--- src/rtl/dmem_port_arbiter.sv ---
// Arbitrates the single data-memory port between the pipeline memory stage and
// the loader/debug port, and routes each one-cycle-late response to its issuer.
module dmem_port_arbiter #(
  parameter int STARVE_LIMIT = 8,
  localparam int CW = $clog2(STARVE_LIMIT + 1)
) (
  input  logic          clock,
  input  logic          reset_n,
  // pipeline requester
  input  logic          p_valid,
  input  logic          p_read_write,
  input  logic [31:0]   p_address,
  input  logic [31:0]   p_data_in,
  input  logic          p_is_unsigned,
  input  logic [1:0]    p_access_size,
  output logic          p_stall,
  output logic          p_rvalid,
  output logic [31:0]   p_rdata,
  output logic          p_fault,
  // loader / debug requester
  input  logic          l_req,
  input  logic          l_read_write,
  input  logic [31:0]   l_address,
  input  logic [31:0]   l_data_in,
  input  logic          l_is_unsigned,
  input  logic [1:0]    l_access_size,
  output logic          l_gnt,
  output logic          l_rvalid,
  output logic [31:0]   l_rdata,
  output logic          l_fault,
  // memory wrapper
  output logic          m_read_write,
  output logic [31:0]   m_address,
  output logic [31:0]   m_data_in,
  output logic          m_is_unsigned,
  output logic [1:0]    m_access_size,
  input  logic [31:0]   m_data_out,
  // observability of the starvation counter
  output logic [CW-1:0] dbg_starve_cnt
);

  // Handshakes: the pipeline offers with p_valid and is accepted in any cycle
  // where p_stall=0; the loader holds l_req with stable fields until l_gnt=1.
  // Acceptance happens in the same cycle; load data and faults return one
  // cycle later on the owner's rvalid/fault, stores return nothing.

  localparam logic [CW-1:0] LIMIT = CW'(STARVE_LIMIT);

  logic [CW-1:0] starve_cnt;
  logic          forced;
  logic          p_win;
  logic          l_win;
  logic          any_win;

  logic          w_read_write;
  logic [31:0]   w_address;
  logic [31:0]   w_data_in;
  logic          w_is_unsigned;
  logic [1:0]    w_access_size;
  logic          w_misaligned;
  logic          w_fault;
  logic          w_issue;

  logic          rsp_rd;
  logic          rsp_flt;
  logic          rsp_own;

  // Grant: pipeline has priority unless the loader has starved up to the limit.
  always_comb begin
    forced  = l_req & (starve_cnt == LIMIT);
    l_win   = l_req & (forced | ~p_valid);
    p_win   = p_valid & ~l_win;
    any_win = p_win | l_win;
    p_stall = p_valid & ~p_win;
    l_gnt   = l_win;
  end

  always_comb begin
    if (l_win) begin
      w_read_write  = l_read_write;
      w_address     = l_address;
      w_data_in     = l_data_in;
      w_is_unsigned = l_is_unsigned;
      w_access_size = l_access_size;
    end else begin
      w_read_write  = p_read_write;
      w_address     = p_address;
      w_data_in     = p_data_in;
      w_is_unsigned = p_is_unsigned;
      w_access_size = p_access_size;
    end
  end

  always_comb begin
    unique case (w_access_size)
      2'd0:    w_misaligned = 1'b0;
      2'd1:    w_misaligned = w_address[0];
      2'd2:    w_misaligned = |w_address[1:0];
      default: w_misaligned = 1'b1;
    endcase
    w_fault = any_win & w_misaligned;
    w_issue = any_win & ~w_misaligned;
  end

  // A faulting or absent winner leaves the memory doing a harmless word load at 0.
  always_comb begin
    m_read_write  = 1'b0;
    m_address     = 32'd0;
    m_data_in     = 32'd0;
    m_is_unsigned = 1'b0;
    m_access_size = 2'd2;
    if (w_issue) begin
      m_read_write  = w_read_write;
      m_address     = w_address;
      m_data_in     = w_data_in;
      m_is_unsigned = w_is_unsigned;
      m_access_size = w_access_size;
    end
  end

  always_ff @(posedge clock or negedge reset_n) begin
    if (!reset_n) begin
      starve_cnt <= '0;
    end else if (!l_req || l_win) begin
      starve_cnt <= '0;
    end else if (starve_cnt != LIMIT) begin
      starve_cnt <= starve_cnt + 1'b1;
    end
  end

  // Response tracking mirrors the memory's one-cycle read latency.
  always_ff @(posedge clock or negedge reset_n) begin
    if (!reset_n) begin
      rsp_rd  <= 1'b0;
      rsp_flt <= 1'b0;
      rsp_own <= 1'b0;
    end else begin
      rsp_rd  <= w_issue & ~w_read_write;
      rsp_flt <= w_fault;
      rsp_own <= l_win;
    end
  end

  always_comb begin
    p_rvalid       = rsp_rd & ~rsp_own;
    l_rvalid       = rsp_rd & rsp_own;
    p_fault        = rsp_flt & ~rsp_own;
    l_fault        = rsp_flt & rsp_own;
    p_rdata        = m_data_out;
    l_rdata        = m_data_out;
    dbg_starve_cnt = starve_cnt;
  end

endmodule
--- config.mk ---
export PLATFORM = sky130hd
export DESIGN_NAME = dmem_port_arbiter
export DESIGN_NICKNAME = d
export VERILOG_FILES = /design/src/rtl/dmem_port_arbiter.sv
export SDC_FILE = /design/constraint.sdc
export NUM_CORES = 1
export LEC_CHECK = 0
export ABC_AREA = 1
export CAP_MARGIN = 20
export CELL_PAD_IN_SITES_DETAIL_PLACEMENT = 2
export CELL_PAD_IN_SITES_GLOBAL_PLACEMENT = 2
export CORE_MARGIN = 2
export CORE_UTILIZATION = 10
export DETAILED_ROUTE_END_ITERATION = 16
export GPL_ROUTABILITY_DRIVEN = 0
export PLACE_DENSITY_LB_ADDON = 0.12
export SETUP_SLACK_MARGIN = 0.2
export SYNTH_ARGS = -nofsm -noshare
export SYNTH_HDL_FRONTEND = slang
export SYNTH_SLANG_ARGS = --single-unit
export TNS_END_PERCENT = 20
--- constraint.sdc ---
create_clock -name clock -period 2.4 [get_ports clock]
set_input_delay 0.6 -clock clock [delete_from_list [all_inputs] [get_ports clock]]
set_output_delay 0.6 -clock clock [all_outputs]
set_load 0.01 [all_outputs]
==> results of run 1 <==
-- placed cells by master, fill, tap and decap left out, types with 2 or more instances in the layout --
cell	n
nand2_1	9
nand3_4	2
inv_1	21
nor2_4	8
clkdlybuf4s15_1	2
clkdlybuf4s15_2	2
clkdlybuf4s50_1	145
nor2_1	14
buf_12	5
dfrtp_1	7
mux2i_1	57
nor2_2	52
mux2i_2	6
nand2_2	11
buf_16	4
buf_6	13
buf_2	60
inv_2	6
nand3_1	2
buf_4	31
nand4_1	4
clkbuf_16	4
-- worst max path at each step --
stage / cells after the start / endpoint / from
CTS: 14 / m_address[27] / dbg_starve_cnt[1]
finish: 13 / m_address[27] / p_valid
global route: 15 / m_address[27] / dbg_starve_cnt[1]
detailed placement: 14 / m_data_in[5] / l_req
floorplan: 8 / m_address[22] / dbg_starve_cnt[0]
global placement: 14 / m_data_in[5] / l_req
-- state kept, by name, indices dropped and copies added, names as in the netlist --
name / cells
rsp_rd: 1
dbg_starve_cnt: 4
rsp_own: 1
rsp_flt: 1
-- power groups by stage --
stage,Clock (mW),Sequential (mW),Combinational [mW]
final,0.281,0.128,0.866
after CTS,0.288,0.128,0.852
after detailed placement,0,0.129,0.802
after global placement,0,0.129,0.796
after floorplan,0,0.130,0.412
after global routing,0.293,0.129,0.939
-- cell type report --
type / count / area share
Clock buffer: 4 / 0.01741
Timing Repair Buffer: 265 / 0.5372
Multi-Input combinational cell: 175 / 0.3111
Tap cell: 265 / 0.07322
Sequential cell: 7 / 0.03868
Inverter: 27 / 0.02238
-- routing by layer --
metal	up-vias	wire length (um)
met1	1175	4095
met2	127	5866
met3	27	968
met5	-	0
met4	0	280
li1	1221	-
-- kinds of logic (layout without fill, tap and decap cells) --
group / count (synthesis) / count (layout) / share of synthesized area
buf+inv: 105 / 296 / 0.3482
xor+xnor: 2 / 2 / 0.008818
fa+ha+maj: 2 / 2 / 0.01259
flops: 7 / 7 / 0.08816
mux: 63 / 63 / 0.3174
simple gates: 104 / 104 / 0.2091
compound gates: 4 / 4 / 0.01574
-- through the flow --
stage / hold slack [ns] / instance area (sq um)
6_report: 0.6343 / 4528
2_1_floorplan: 0.3044 / 2145
3_5_place_dp: 0.5464 / 4304
4_1_cts: 0.6525 / 4392
3_3_place_gp: 0.5398 / 4304
5_1_grt: 0.6569 / 4528
-- worst max-delay path, delay by kind of cell --
kind	cells	cell delay [ns]
AO/OA/AOI/OAI	2	0.24
buffers and inverters	8	1.16
AND/OR/NAND/NOR	3	0.27
-- what timing repair did --
item                       4_1_cts  5_1_grt
gates resized for setup        317       20
setup buffers                    9        8
pin swaps                       14        8
gates cloned                     4        1
setup endpoints to repair       70       70
==> run_results.csv, run 1 <==
group,metric,value,unit
run_status,outcome,"complete, but fails checks",
run_status,violations,"setup timing",
clocking,cts-htree-levels,1,
logic_synthesis,yosys.area.top_type,"mux2i_1",
sta,finalHoldViolCount,0,
setup_path,path_max_fanout,6,
sta,slew_viol_final,0,
sta,rsz0062_at_grt,"true",
setup_path,crit_chain,"dlygate4sd2_1 > a21oi_4 > buf_4 > buf_4 > o21ai_4 > inv_2 > nand2_4 > nand3_4 > buf_6 > buf_6 > buf_8 > nor2_2 > buf_2",
logic_synthesis,yosys.cell_types.count,21,
logic_synthesis,synth_seq_cells,7,
pwr,seqPwrFrac,0.100,
floorplanning,die_x,145.0,um
global_route,grt.total_usage,0.1024,
logic_synthesis,synth_common_cells,"74 x nor2_1, 65 x buf_4, 63 x mux2i_1, 25 x inv_1, 20 x nand2_1",
logic_synthesis,yosys_warnings,0,
floorplanning,start_util,0.1021,
route,viasPerCell,3.432,
final_layout,fin_util,0.2327,
logic_synthesis,syn_inst,287,
final_layout,fillerInstances,2252,
setup_path,slowest_stage,"dlygate4sd2_1",
global_route,gr-total-overflow,0,
sta,fmax,349.3,MHz
route,wl_per_cell,15.09,um
final_layout,regArea,175.2,sq um
pwr,power.density,281.6,nW/um^2
global_route,grt_pass1_wl,16.97,mm
placement,dp_cells,717,
placement,dpl.hpwl,8.903,mm
route,wirelength,11.21,mm
pwr,cellLeakagePower,2.013,nW
global_route,busiest_layer,"met2",
final_layout,fin_cells,743,
clocking,clkLatencyLatePin,0.23,ns
logic_synthesis,synth_edf_count,0,
logic_synthesis,synth_top_cells_by_area,"mux2i_1 32%, buf_4 25%, nor2_1 14%, dfrtp_1 8.8%, inv_1 4.7%",
route,vias,2550,
placement,port_buffers,217,
pwr,vdd_ir_drop_max,0.1433,mV
pwr,clkPwrFrac,0.220,
final_layout,area_growth,127.9,%
logic_synthesis,synthesis.nets,461,
final_layout,diodes,0,
setup_path,critPathCaptureType,"primary output",
setup_path,arrival,2.26,ns
floorplanning,pin_count,314,
floorplanning,fp.dieH,145.0,um
logic_synthesis,ys_seq_area_frac,0.08816,
floorplanning,dieArea,21010,sq um
setup_path,start_kind,"input pin",
clocking,numCtsBuffers,3,
setup_path,worstSetupPathType,"in2out",
route,drc_errors,0,
final_layout,multi_input_area,1409,sq um
logic_synthesis,avgSynthCellArea,6.923,sq um
sta,post-route-min-period,2.863,ns
setup_path,r2r_start,"dbg_starve_cnt[1]",
logic_synthesis,synth_flop_cell,"dfrtp_1",
sta,skew,0.003359,ns
logic_synthesis,netlist_area,1987,sq um
sta,min_period_over_period,1.193,
final_layout,final_nets,653,
setup_path,regToRegSetupSlack,0.46,ns
logic_synthesis,synthMostInstantiatedCell,"nor2_1",
sta,relSlewSlack,0.7819,
min_path,min_path_type,"in2async",
clocking,cts-root-buf,"clkbuf_16",
pwr,sw_frac_of_total,0.3319,
pwr,switchingPower,0.4233,mW
logic_synthesis,synth_top_area_frac,0.3174,
clocking,path_clk_slew,0.04,ns
clocking,cts_tree,"built",
pwr,p_int,0.8521,mW
final_layout,drive_gt1_frac,0.4393,
pwr,combPwrFrac,0.679,
floorplanning,num_rows,51,
global_route,met1_usage,0.1043,
global_route,grt.met3_usage,0.02579,
sta,tightest_slew,0.3238,ns
global_route,antenna_found_initial,0,
flow_run,drv_cap,0,
sta,setup_tns,-26.52,ns
sta,setup_viol,68,
setup_path,ff2ff_path_depth,12,
setup_path,cpPeakStageDelay,0.28,ns
global_route,grt_max_degree,25,
sta,setup_ws,-0.4630,ns
route,drtPass1Iterations,2,
floorplanning,core-area,19460,sq um
setup_path,critPathRequiredTime,1.80,ns
placement,dp_worst_setup_slack,-1.054,ns
route,antenna_left,0,
clocking,clockBufferDepth,2,
global_route,grtUsageMet2,0.1988,
pwr,finalPower,1.275,mW
route,drt-initial-drc-count,17,
setup_path,r2r_end,"rsp_flt",
clocking,cts_hold_buf,0,
logic_synthesis,async_flop_share,1.000,
clocking,clock-sinks,7,
global_route,grt_pass1_vias,2957,
No activity file was read; power rests on OpenSTA's default activity.
==> inputs of run 2 (changes only) <==
--- a/config.mk
+++ b/config.mk
@@ -18,4 +18,4 @@
 export SYNTH_ARGS = -nofsm -noshare
 export SYNTH_HDL_FRONTEND = slang
 export SYNTH_SLANG_ARGS = --single-unit
-export TNS_END_PERCENT = 20
+export TNS_END_PERCENT = 10
==> run 2 against run 1 <==
Effect of this change: the flow still finishes with violations (setup timing); non-clock buffer count is 1 lower; setup slack worse by 0.0061 ns; first-iteration DRC count grew 53%; sequential share of layout area is essentially flat; combinational power barely moved; total power up 0.44%; register-to-register slack got worse by 0.09 ns; count of clock-buffer cells in the layout did not move; design area rose by 0.83%; via count increased by 1.0%; critical endpoint is now m_data_in[8]; largest cell class unchanged.
==> run_results.csv, run 2 (synthesis results as in run 1) <==
group,metric,value,unit
route,wl_per_cell,15.58,um
floorplanning,pin_count,314,
final_layout,largest_reg_flops,4,
setup_path,critPathRequiredTime,1.80,ns
sta,whs,0.6474,ns
route,viasPerCell,3.472,
sta,fmax,348.5,MHz
placement,port_buffers,217,
route,antenna_left,0,
clocking,clockBufferDepth,2,
floorplanning,fp.dieH,145.0,um
final_layout,fin_util,0.2346,
sta,post-route-min-period,2.869,ns
placement,dpl.hpwl,9.617,mm
floorplanning,num_rows,51,
min_path,min_path_type,"in2async",
global_route,antenna_found_initial,0,
pwr,seqPwrFrac,0.100,
run_status,outcome,"complete, but fails checks",
setup_path,start_kind,"input pin",
setup_path,critPathCaptureType,"primary output",
setup_path,r2r_start,"dbg_starve_cnt[0]",
clocking,cts_hold_buf,0,
sta,skew,0.0006219,ns
sta,setup_viol,69,
global_route,grt_pass1_vias,2973,
sta,tightest_slew,0.3562,ns
sta,rsz0062_at_grt,"true",
sta,setup_tns,-26.44,ns
sta,finalHoldViolCount,0,
route,wirelength,11.56,mm
setup_path,worstSetupPathType,"in2out",
route,drc_errors,0,
route,drtPass1Iterations,4,
clocking,cts-htree-levels,1,
floorplanning,die_x,145.0,um
final_layout,final_common_cell,"clkdlybuf4s50_1",
pwr,p_int,0.8509,mW
clocking,cts-root-buf,"clkbuf_16",
sta,slew_viol_final,0,
global_route,grt.total_usage,0.1071,
pwr,sw_frac_of_total,0.3357,
clocking,clock-sinks,7,
pwr,cellLeakagePower,2.009,nW
run_status,violations,"setup timing",
clocking,numCtsBuffers,3,
sta,min_period_over_period,1.195,
flow_run,drv_cap,0,
pwr,power.density,280.6,nW/um^2
floorplanning,core-area,19460,sq um
route,vias,2576,
final_layout,area_growth,129.8,%
global_route,grt_max_degree,22,
global_route,grt_pass1_wl,17.71,mm
global_route,gr-total-overflow,0,
clocking,path_clk_slew,0.04,ns
clocking,clkLatencyLatePin,0.23,ns
clocking,cts_tree,"built",
final_layout,fillerInstances,2268,
pwr,switchingPower,0.4300,mW
pwr,combPwrFrac,0.675,
final_layout,final_nets,652,
placement,dp_worst_setup_slack,-1.072,ns
pwr,clkPwrFrac,0.224,
floorplanning,dieArea,21010,sq um
route,drt-initial-drc-count,26,
setup_path,path_max_fanout,6,
sta,setup_ws,-0.4691,ns
final_layout,diodes,0,
pwr,vdd_ir_drop_max,0.1530,mV
setup_path,regToRegSetupSlack,0.37,ns
setup_path,arrival,2.27,ns
setup_path,r2r_end,"rsp_flt",
floorplanning,start_util,0.1021,
pwr,finalPower,1.281,mW
setup_path,ff2ff_path_depth,12,
final_layout,most-common-layout-cells,"146 x clkdlybuf4s50_1, 60 x mux2i_1, 48 x nor2_2",
final_layout,drive_gt1_frac,0.4319,
sta,relSlewSlack,0.7618,
## run 2: worst max-delay path, stage by stage
cell	delay, ns
dlygate4sd2_1	0.30
a21oi_4	0.27
nand2_1	0.10
nand2_2	0.10
inv_1	0.05
nand2_2	0.08
nand3_4	0.11
buf_6	0.14
buf_12	0.14
clkbuf_16	0.16
nor2_2	0.08
buf_2	0.13
## run 2: stage by stage
| step | area, sq um | std cells |
|---|---|---|
| finish | 4566 | 742 |
| global route | 4566 | 742 |
| CTS | 4414 | 738 |
| detailed placement | 4352 | 720 |
| global placement | 4352 | 720 |
| floorplan | 2145 | 287 |
## run 2: how the worst max path moves through the flow
| stage | start | to | slack [ns] | cells after the start |
|---|---|---|---|---|
| floorplan | dbg_starve_cnt[0] | m_address[22] | 0.06 | 8 |
| global placement | p_valid | m_is_unsigned | -1.05 | 10 |
| detailed placement | l_req | m_data_in[30] | -1.07 | 14 |
| CTS | dbg_starve_cnt[1] | m_address[3] | -0.48 | 14 |
| global route | dbg_starve_cnt[0] | m_data_in[13] | -0.62 | 14 |
| finish | p_valid | m_data_in[8] | -0.47 | 12 |
## run 2: layer usage
metal	vias to the layer above	global-route usage	part of all wire
met1	1197	0.1106	0.35
met2	134	0.2050	0.53
met4	0	0.03762	0.029
met3	23	0.03019	0.088
li1	1222	-	-
met5	-	0	0
## run 2: final cells by class
class / count / area (sq um) / area share
sequential: 7 / 175.2 / 0.03837
timing repair buffer: 264 / 2476 / 0.5423
tap: 265 / 331.6 / 0.07262
clock buffer: 4 / 78.83 / 0.01726
inverter: 27 / 101.3 / 0.02220
multi-input combinational: 175 / 1403 / 0.3072
## run 2: power by group through the flow
stage	Clock [mW]	Sequential, mW	Combinational [mW]
after global placement	0	0.130	0.809
after global routing	0.304	0.129	0.937
after floorplan	0	0.130	0.412
after detailed placement	0	0.130	0.819
after CTS	0.294	0.129	0.838
final	0.287	0.128	0.865
## run 2: what timing repair did
| action | CTS | global route |
|---|---|---|
| setup buffers | 12 | 3 |
| resized for setup | 300 | 33 |
| pin swaps | 9 | 9 |
| endpoints found under the setup margin | 70 | 70 |
| gates cloned | 2 | 1 |
